### src/rtl/sipo_frame_if.sv
// sipo_frame_if: serial source and parallel consumer signals of the SIPO frame controller
interface sipo_frame_if #(
  parameter int WIDTH = 4,
  parameter int CW = $clog2(WIDTH + 1)
);
  logic             start;
  logic             din;
  logic             din_en;
  logic             dout_ready;
  logic             clr_ovr;
  logic [WIDTH-1:0] dout;
  logic             dout_valid;
  logic             busy;
  logic [CW-1:0]    bit_cnt;
  logic             overrun;
  modport master (
    output start, din, din_en, dout_ready, clr_ovr,
    input  dout, dout_valid, busy, bit_cnt, overrun
  );
  modport slave (
    input  start, din, din_en, dout_ready, clr_ovr,
    output dout, dout_valid, busy, bit_cnt, overrun
  );
endinterface

### src/rtl/sipo_frame_ctrl.sv
// sipo_frame_ctrl: frames a strobed serial stream into WIDTH-bit words behind a valid/ready holding register
module sipo_frame_ctrl #(
  parameter int WIDTH = 4,
  parameter int CW = $clog2(WIDTH + 1)
) (
  input logic         CLK,
  input logic         RST,
  sipo_frame_if.slave bus
);
  typedef enum logic {IDLE, SHIFT} state_t;
  state_t           state_q, state_d;
  logic [WIDTH-1:0] sreg_q, sreg_d, dout_q, dout_d;
  logic [CW-1:0]    cnt_q, cnt_d;
  logic             valid_q, valid_d, ovr_q, ovr_d;
  always_comb begin
    state_d = state_q;
    sreg_d  = sreg_q;
    cnt_d   = cnt_q;
    dout_d  = dout_q;
    valid_d = valid_q & ~bus.dout_ready;
    ovr_d   = ovr_q & ~bus.clr_ovr;
    if (state_q == IDLE) begin
      if (bus.start) begin
        state_d = SHIFT;
        cnt_d   = '0;
      end
    end else if (bus.start) begin
      cnt_d = '0;
    end else if (bus.din_en) begin
      sreg_d = {sreg_q[WIDTH-2:0], bus.din};
      cnt_d  = cnt_q + 1'b1;
      if (cnt_q == CW'(WIDTH - 1)) begin
        state_d = IDLE;
        cnt_d   = '0;
        // a full holding register that is not being drained drops the new word
        if (!valid_q || bus.dout_ready) begin
          dout_d  = sreg_d;
          valid_d = 1'b1;
        end else begin
          ovr_d = 1'b1;
        end
      end
    end
  end
  always_ff @(posedge CLK) begin
    if (RST) begin
      state_q <= IDLE;
      sreg_q  <= '0;
      cnt_q   <= '0;
      dout_q  <= '0;
      valid_q <= 1'b0;
      ovr_q   <= 1'b0;
    end else begin
      state_q <= state_d;
      sreg_q  <= sreg_d;
      cnt_q   <= cnt_d;
      dout_q  <= dout_d;
      valid_q <= valid_d;
      ovr_q   <= ovr_d;
    end
  end
  assign bus.dout       = dout_q;
  assign bus.dout_valid = valid_q;
  assign bus.busy       = (state_q == SHIFT);
  assign bus.bit_cnt    = cnt_q;
  assign bus.overrun    = ovr_q;
endmodule

### src/flat_wrapper.sv
// flat-port wrapper written by rule: the top's interface ports become plain ports
module sipo_frame_ctrl_flat 
#(
  parameter int WIDTH = 4,
  parameter int CW = $clog2(WIDTH + 1)
)
  (CLK, RST, bus_start, bus_din, bus_din_en, bus_dout_ready, bus_clr_ovr, bus_dout, bus_dout_valid, bus_busy, bus_bit_cnt, bus_overrun);
  sipo_frame_if #(.WIDTH(WIDTH), .CW(CW)) bus_i ();
  input logic CLK;
  input logic RST;
  input wire logic [$bits(bus_i.start)-1:0] bus_start;
  input wire logic [$bits(bus_i.din)-1:0] bus_din;
  input wire logic [$bits(bus_i.din_en)-1:0] bus_din_en;
  input wire logic [$bits(bus_i.dout_ready)-1:0] bus_dout_ready;
  input wire logic [$bits(bus_i.clr_ovr)-1:0] bus_clr_ovr;
  output wire logic [$bits(bus_i.dout)-1:0] bus_dout;
  output wire logic [$bits(bus_i.dout_valid)-1:0] bus_dout_valid;
  output wire logic [$bits(bus_i.busy)-1:0] bus_busy;
  output wire logic [$bits(bus_i.bit_cnt)-1:0] bus_bit_cnt;
  output wire logic [$bits(bus_i.overrun)-1:0] bus_overrun;
  assign bus_i.start = bus_start;
  assign bus_i.din = bus_din;
  assign bus_i.din_en = bus_din_en;
  assign bus_i.dout_ready = bus_dout_ready;
  assign bus_i.clr_ovr = bus_clr_ovr;
  assign bus_dout = bus_i.dout;
  assign bus_dout_valid = bus_i.dout_valid;
  assign bus_busy = bus_i.busy;
  assign bus_bit_cnt = bus_i.bit_cnt;
  assign bus_overrun = bus_i.overrun;
  sipo_frame_ctrl #(.WIDTH(WIDTH), .CW(CW)) u_core (.CLK(CLK), .RST(RST), .bus(bus_i));
endmodule
### config.mk
export PLATFORM = sky130hd
export DESIGN_NAME = sipo_frame_ctrl_flat
export DESIGN_NICKNAME = d
export VERILOG_FILES = /design/src/rtl/sipo_frame_if.sv /design/src/rtl/sipo_frame_ctrl.sv /design/src/flat_wrapper.sv
export SDC_FILE = /design/constraint.sdc
export NUM_CORES = 1
export LEC_CHECK = 0
export ABC_AREA = 1
export BUFFER_PORTS_ARGS = -buffer_cell sky130_fd_sc_hd__buf_2
export CORE_AREA = 2 2 39 41
export DETAILED_ROUTE_END_ITERATION = 16
export DIE_AREA = 0 0 41 43
export PLACE_DENSITY = 0.68
export REMOVE_ABC_BUFFERS = 1
export SETUP_SLACK_MARGIN = 0.1
export SYNTH_ARGS = -nofsm -noshare
export SYNTH_HDL_FRONTEND = slang
export SYNTH_SLANG_ARGS = --single-unit
### constraint.sdc
create_clock -name CLK -period 3.6 [get_ports CLK]
set_clock_uncertainty 0.2 [all_clocks]
set_input_delay 0.36 -clock CLK [delete_from_list [all_inputs] [get_ports CLK]]
set_output_delay 0.36 -clock CLK [all_outputs]
set_load 0.03 [all_outputs]
==> impl_metrics.csv, run 1 <==
group,metric,value,unit
setup_path,start_kind,"register",
global_routing,grt_overflow_total,0,
setup_path,required,3.04,ns
global_routing,grt_pass1_vias,404,
cells_and_area,n_antenna_cell,0,
placement,dp_slack,2.15,ns
timing,drv_slew,0,
placement,io_buffer_count,16,
yosys,ys.flop_type,"dfxtp_1",
clock_network,cts_post_setup_buffers_inserted,0,
yosys,yosysMostFrequentCell,"dfxtp_1",
worst_hold_path,hp-class,"input pin to register",
route,ant_nets,0,
setup_path,worst_r2r_startpoint,"u_core.bus.bit_cnt[0]",
setup_path,critical_path_class,"register to primary output",
cells_and_area,area_growth,23.1,%
timing,worst_slack,2.11,ns
route,firstDrtPassIters,2,
power_and_ir_drop,power-per-cell-area,380,nW/um^2
status,status,"complete, no violations",
yosys,synth_cells,70,
yosys,async_flop_share,0,%
setup_path,crit_chain,"buf_2",
clock_network,post_cts_resized,0,
clock_network,cts_tree,"done",
setup_path,worst_path_largest_cell_delay,0.43,ns
setup_path,critPathCaptureType,"primary output",
timing,tightest_slew,0.224,ns
clock_network,clkSinkCount,13,
worst_hold_path,holdPathEnd,"u_core.bus.overrun",
cells_and_area,finish.utilization,48.7,%
placement,routabilityCongestion,0.641,
setup_path,critPathTopFamily,"flip-flops",
route,avgRoutedWirePerCell,8.99,microns
floorplan,rows,14,
yosys,yosysWarnings,0,
yosys,seq_area_frac_synth,47.5,%
floorplan,ioPinCount,17,
worst_hold_path,hold_start,"RST",
timing,period_minus_slack,1.49,ns
timing,relSlewSlack,85.1,%
timing,finalHoldViolations,0,
setup_path,worst_path_max_delay_cell,"dfxtp_1",
yosys,synth_seq_cells,13,
cells_and_area,drive_gt1_share,26.7,%
setup_path,r2r_setup_slack,2.14,ns
setup_path,crit_buf_inv,1,
setup_path,crit_path_max_fanout,5,
yosys,synth_edf_count,0,
clock_network,cts_made_buffers,3,
clock_network,clock_latency,0.27,ns
yosys,synthesis.area,548,sq um
global_routing,grt_pass1_wl,1.58,mm
power_and_ir_drop,power,0.256,mW
floorplan,die_x,41,microns
global_routing,grt_max_degree,11,
timing,rsz0062_at_grt,"false",
timing,max_freq,669,MHz
global_routing,grt_antenna_before_repair,0,
route,avgViaCountPerCell,4.42,
yosys,synth_common_cells,"13 x dfxtp_1, 12 x nor2_1, 11 x a21oi_1, 10 x inv_1, 8 x nand2_1",
floorplan,die_h,43,microns
route,dr.first_iter.drc_count,4,
clock_network,cts_buffer_depth,2,
clock_network,root_buffer,"clkbuf_4",
global_routing,grtUsageTotal,13.5,%
yosys,synth_area_leaders,"dfxtp_1 47%, a21oi_1 10%, nor2_1 8.2%",
floorplan,start_util,39.6,%
clock_network,hold_buffers,0,
route,drc,0,
yosys,syn_area_per_cell,7.83,sq um
yosys,synth_cell_types,14,
cells_and_area,nNetsFinal,99,
yosys,synth_area_leader_cell,"dfxtp_1",
run,drv_cap,0,
setup_path,reg2reg_depth,6,
timing,finalSetupViolCount,0,
floorplan,die_area,1760,sq um
route,drt-total-wl,953,microns
timing,fin_setup_tns,0,ns
clock_network,htreeDepth,1,
route,vias,469,
setup_path,arrival,0.93,ns
placement,place_hpwl,732,microns
setup_path,r2r-end,"u_core.bus.dout[1]",
power_and_ir_drop,peakVddDrop,0.200,mV
clock_network,path_clk_slew,0.07,ns
floorplan,core,1380,sq um
timing,finalCritPeriodShare,41.5,%
worst_hold_path,worstHoldPathCells,2,
power_and_ir_drop,p_leak,0.332,nW
cells_and_area,fillCellCount,149,
yosys,synth_top_area_share,47.5,%
==> worst max path at each step <==
| stage | slack, ns | cells after the start | startpoint | endpoint |
|---|---|---|---|---|
| after detailed placement | 2.15 | 6 | u_core.bus.bit_cnt[0] | u_core.bus.dout[1] |
| after global placement | 2.20 | 6 | u_core.bus.bit_cnt[0] | u_core.bus.dout[0] |
| final | 2.11 | 1 | u_core.bus.busy | bus_busy |
| after CTS | 2.09 | 1 | u_core.bus.busy | bus_busy |
| after global routing | 2.01 | 6 | u_core.bus.bit_cnt[0] | u_core.bus.dout[0] |
| after floorplan | 2.02 | 6 | u_core.bus.bit_cnt[0] | u_core.bus.dout[0] |
==> metrics by stage <==
step,instance area [sq um],hold slack [ns],cells
global placement,648,0.255,102
global route,674,0.0974,106
detailed placement,648,0.257,102
finish,674,0.103,106
CTS,674,0.0933,106
floorplan,548,0.222,70
==> registers in the layout (all words and copies together), names as in the netlist <==
register,flops
u_core.bus.overrun,1
u_core.bus.dout,4
u_core.bus.bit_cnt,3
u_core.bus.busy,1
u_core.bus.dout_valid,1
u_core.sreg_q,3
==> cells by family after synthesis <==
family	share of synthesized area, %
DFF	47.5
AOI/OAI and AO/OA	15.5
and+or+nand+nor	27.2
adders and majority gates	2.28
buffers and inverters	7.53
==> layer usage <==
metal	share of wire (%)	wire length [microns]	global-route usage (%)	vias to the layer above
li1	-	-	-	264
met1	50	476	17.6	190
met2	41	394	17.5	15
met3	8.5	81	7.85	0
met4	0	0	6.00	0
met5	0	0	0	-
==> final cells by class <==
type / count / area, sq um / area share (%)
sequential: 13 / 260 / 38.6
multi-input combinational: 46 / 246 / 36.5
timing repair buffer: 16 / 80.1 / 11.9
inverter: 11 / 41.3 / 6.12
clock buffer: 4 / 26.3 / 3.90
tap: 16 / 20.0 / 2.97
==> cells in the final DEF, fill, tap and decap left out <==
cell and instances:
nand2_1 8, o21ai_0 3, buf_2 16, a21oi_1 11
inv_1 10, nand3_1 6, nor2_8 1, clkbuf_1 1
dfxtp_1 13, a31oi_1 1, nand2_2 1, clkbuf_4 3
nor2_1 12, inv_2 1, nand3_4 1, ha_1 1
a21oi_2 1
==> where the power goes <==
group	total [mW]	switching, mW	internal (mW)
logic	0.0190	0.0122	0.00681
clock network	0.0889	0.0460	0.0430
registers	0.148	0.00214	0.146
total	0.256	0.0603	0.196
Power figures use the tool's default switching activity.
==> run 2, diff against run 1 <==
==> constraint.sdc (replaced) <==
create_clock -name CLK -period 1.6 [get_ports CLK]
set_clock_uncertainty 0.2 [all_clocks]
set_input_delay 0.16 -clock CLK [delete_from_list [all_inputs] [get_ports CLK]]
set_output_delay 0.16 -clock CLK [all_outputs]
set_load 0.03 [all_outputs]
==> impl_metrics.csv, run 2 (synthesized netlist as in run 1, its figures left out) <==
group,metric,value,unit
setup_path,critical_path_class,"input pin to register",
setup_path,required,1.57,ns
route,dr.first_iter.drc_count,2,
route,ant_nets,0,
power_and_ir_drop,power-per-cell-area,775,nW/um^2
floorplan,core,1380,sq um
global_routing,grtUsageTotal,14.2,%
clock_network,cts_buffer_depth,2,
cells_and_area,fillCellCount,142,
cells_and_area,drive_gt1_share,28.3,%
cells_and_area,largest_reg_flops,4,
placement,dp_slack,0.154,ns
floorplan,die_x,41,microns
timing,whs,0.264,ns
power_and_ir_drop,p_switching,0.143,mW
setup_path,arrival,1.40,ns
setup_path,cp-endpoint,"u_core.bus.dout[0]",
setup_path,worst_r2r_startpoint,"u_core.bus.bit_cnt[0]",
power_and_ir_drop,seqPwrFrac,56.3,%
power_and_ir_drop,peakVddDrop,0.482,mV
power_and_ir_drop,swShare,24.0,%
setup_path,r2r-end,"u_core.bus.dout[1]",
timing,drv_slew,0,
clock_network,cts_made_buffers,3,
setup_path,reg2reg_depth,6,
power_and_ir_drop,p_int,0.453,mW
route,firstDrtPassIters,4,
run,drv_cap,0,
timing,tightest_slew,0.260,ns
route,drc,0,
status,status,"complete, no violations",
timing,finalCritPeriodShare,89.2,%
timing,relSlewSlack,82.6,%
global_routing,grt_overflow_total,0,
clock_network,path_clk_slew,0.08,ns
timing,period_minus_slack,1.43,ns
cells_and_area,n_antenna_cell,0,
route,drt-total-wl,1.13,mm
timing,finalSetupViolCount,0,
global_routing,grt_antenna_before_repair,0,
floorplan,rows,14,
timing,fin_setup_tns,0,ns
cells_and_area,area_growth,40.2,%
cells_and_area,nNetsFinal,108,
power_and_ir_drop,power.share.clock,33.8,%
route,avgViaCountPerCell,4.61,
clock_network,htreeDepth,1,
global_routing,grt_pass1_vias,446,
global_routing,grt_max_degree,11,
floorplan,die_h,43,microns
power_and_ir_drop,p_leak,0.364,nW
setup_path,start_kind,"input pin",
placement,io_buffer_count,16,
setup_path,crit_path_max_fanout,8,
clock_network,clock_latency,0.27,ns
cells_and_area,final_common_cell,"buf_2",
placement,postPlaceCellArea,648,sq um
cells_and_area,layout_common_cells,"16 x buf_2, 13 x dfxtp_1, 12 x nor2_1",
floorplan,die_area,1760,sq um
global_routing,grt_pass1_wl,1.68,mm
clock_network,clkSinkCount,13,
setup_path,critPathCaptureType,"register",
worst_hold_path,hp-class,"register to register",
floorplan,ioPinCount,17,
route,avgRoutedWirePerCell,9.82,microns
clock_network,cts_tree,"done",
floorplan,start_util,39.6,%
placement,place_hpwl,732,microns
clock_network,root_buffer,"clkbuf_4",
timing,finalHoldViolations,0,
route,vias,530,
placement,routabilityCongestion,0.640,
setup_path,critPathLaunch,"bus_dout_ready",
timing,max_freq,701,MHz
timing,rsz0062_at_grt,"false",
setup_path,r2r_setup_slack,0.23,ns
cells_and_area,fin_area,768,sq um
timing,worst_slack,0.174,ns
power_and_ir_drop,combPwrFrac,9.9,%
==> run 2: cell count changes in the layout (fill, tap and decap cells not counted) <==
cell / previous run / this run
nor2_4: 0 / 1
inv_4: 0 / 1
nand3_2: 0 / 1
inv_2: 1 / 0
buf_4: 0 / 1
nand2_1: 8 / 7
nand2_2: 1 / 2
dlygate4sd3_1: 0 / 6
==> run 2: routing by layer <==
| metal | global-route usage (%) | up-vias | wire length (microns) |
|---|---|---|---|
| met2 | 19.4 | 16 | 495 |
| met4 | 6.00 | 0 | 11 |
| met5 | 0 | - | 0 |
| met1 | 17.9 | 226 | 538 |
| met3 | 7.85 | 3 | 83 |
| li1 | - | 285 | - |
==> run 2: repair_timing <==
action,in CTS,in global routing
endpoints found under the setup margin,0,4
endpoints found under the hold margin,7,0
hold buffers,6,0
resized for setup,0,2
buffers inserted,0,1
==> run 2: cell type report <==
cell class | instances | area, sq um | share of cell area, %
multi-input combinational | 48 | 270 | 35.2
sequential | 13 | 260 | 33.9
timing repair buffer | 23 | 148 | 19.2
inverter | 11 | 43.8 | 5.70
tap | 16 | 20.0 | 2.61
clock buffer | 4 | 26.3 | 3.42
==> run 2: worst min-delay path by stage <==
stage / start / endpoint / slack, ns / cells past startpoint
floorplan: RST / u_core.bus.overrun / 0.02 / 1
finish: u_core.sreg_q[2] / u_core.sreg_q[2] / 0.26 / 2
CTS: u_core.sreg_q[2] / u_core.sreg_q[2] / 0.27 / 2
global placement: RST / u_core.bus.overrun / 0.20 / 2
global route: u_core.sreg_q[2] / u_core.sreg_q[2] / 0.30 / 2
detailed placement: RST / u_core.bus.overrun / 0.20 / 2
==> run 2: through the flow <==
| stage | cells | utilization, % | total power, mW |
|---|---|---|---|
| 2_1_floorplan | 70 | - | 0.367 |
| 3_3_place_gp | 102 | 46.8 | 0.385 |
| 3_5_place_dp | 102 | 46.8 | 0.385 |
| 4_1_cts | 112 | 53.1 | 0.597 |
| 5_1_grt | 115 | 55.5 | 0.627 |
| 6_report | 115 | 55.5 | 0.595 |
==> run 2: power groups by stage <==
stage | registers, mW | logic (mW) | clock network (mW)
final | 0.335 | 0.0591 | 0.201
after global routing | 0.337 | 0.0659 | 0.225
after CTS | 0.334 | 0.0547 | 0.209
after detailed placement | 0.342 | 0.0436 | 0
after global placement | 0.341 | 0.0432 | 0
after floorplan | 0.346 | 0.0204 | 0
==> run 2: critical path: stages <==
cell and delay [ns]:
dlygate4sd3_1 0.53, buf_2 0.12, nor2_1 0.18, inv_1 0.17
a21oi_1 0.17, nor2_1 0.06
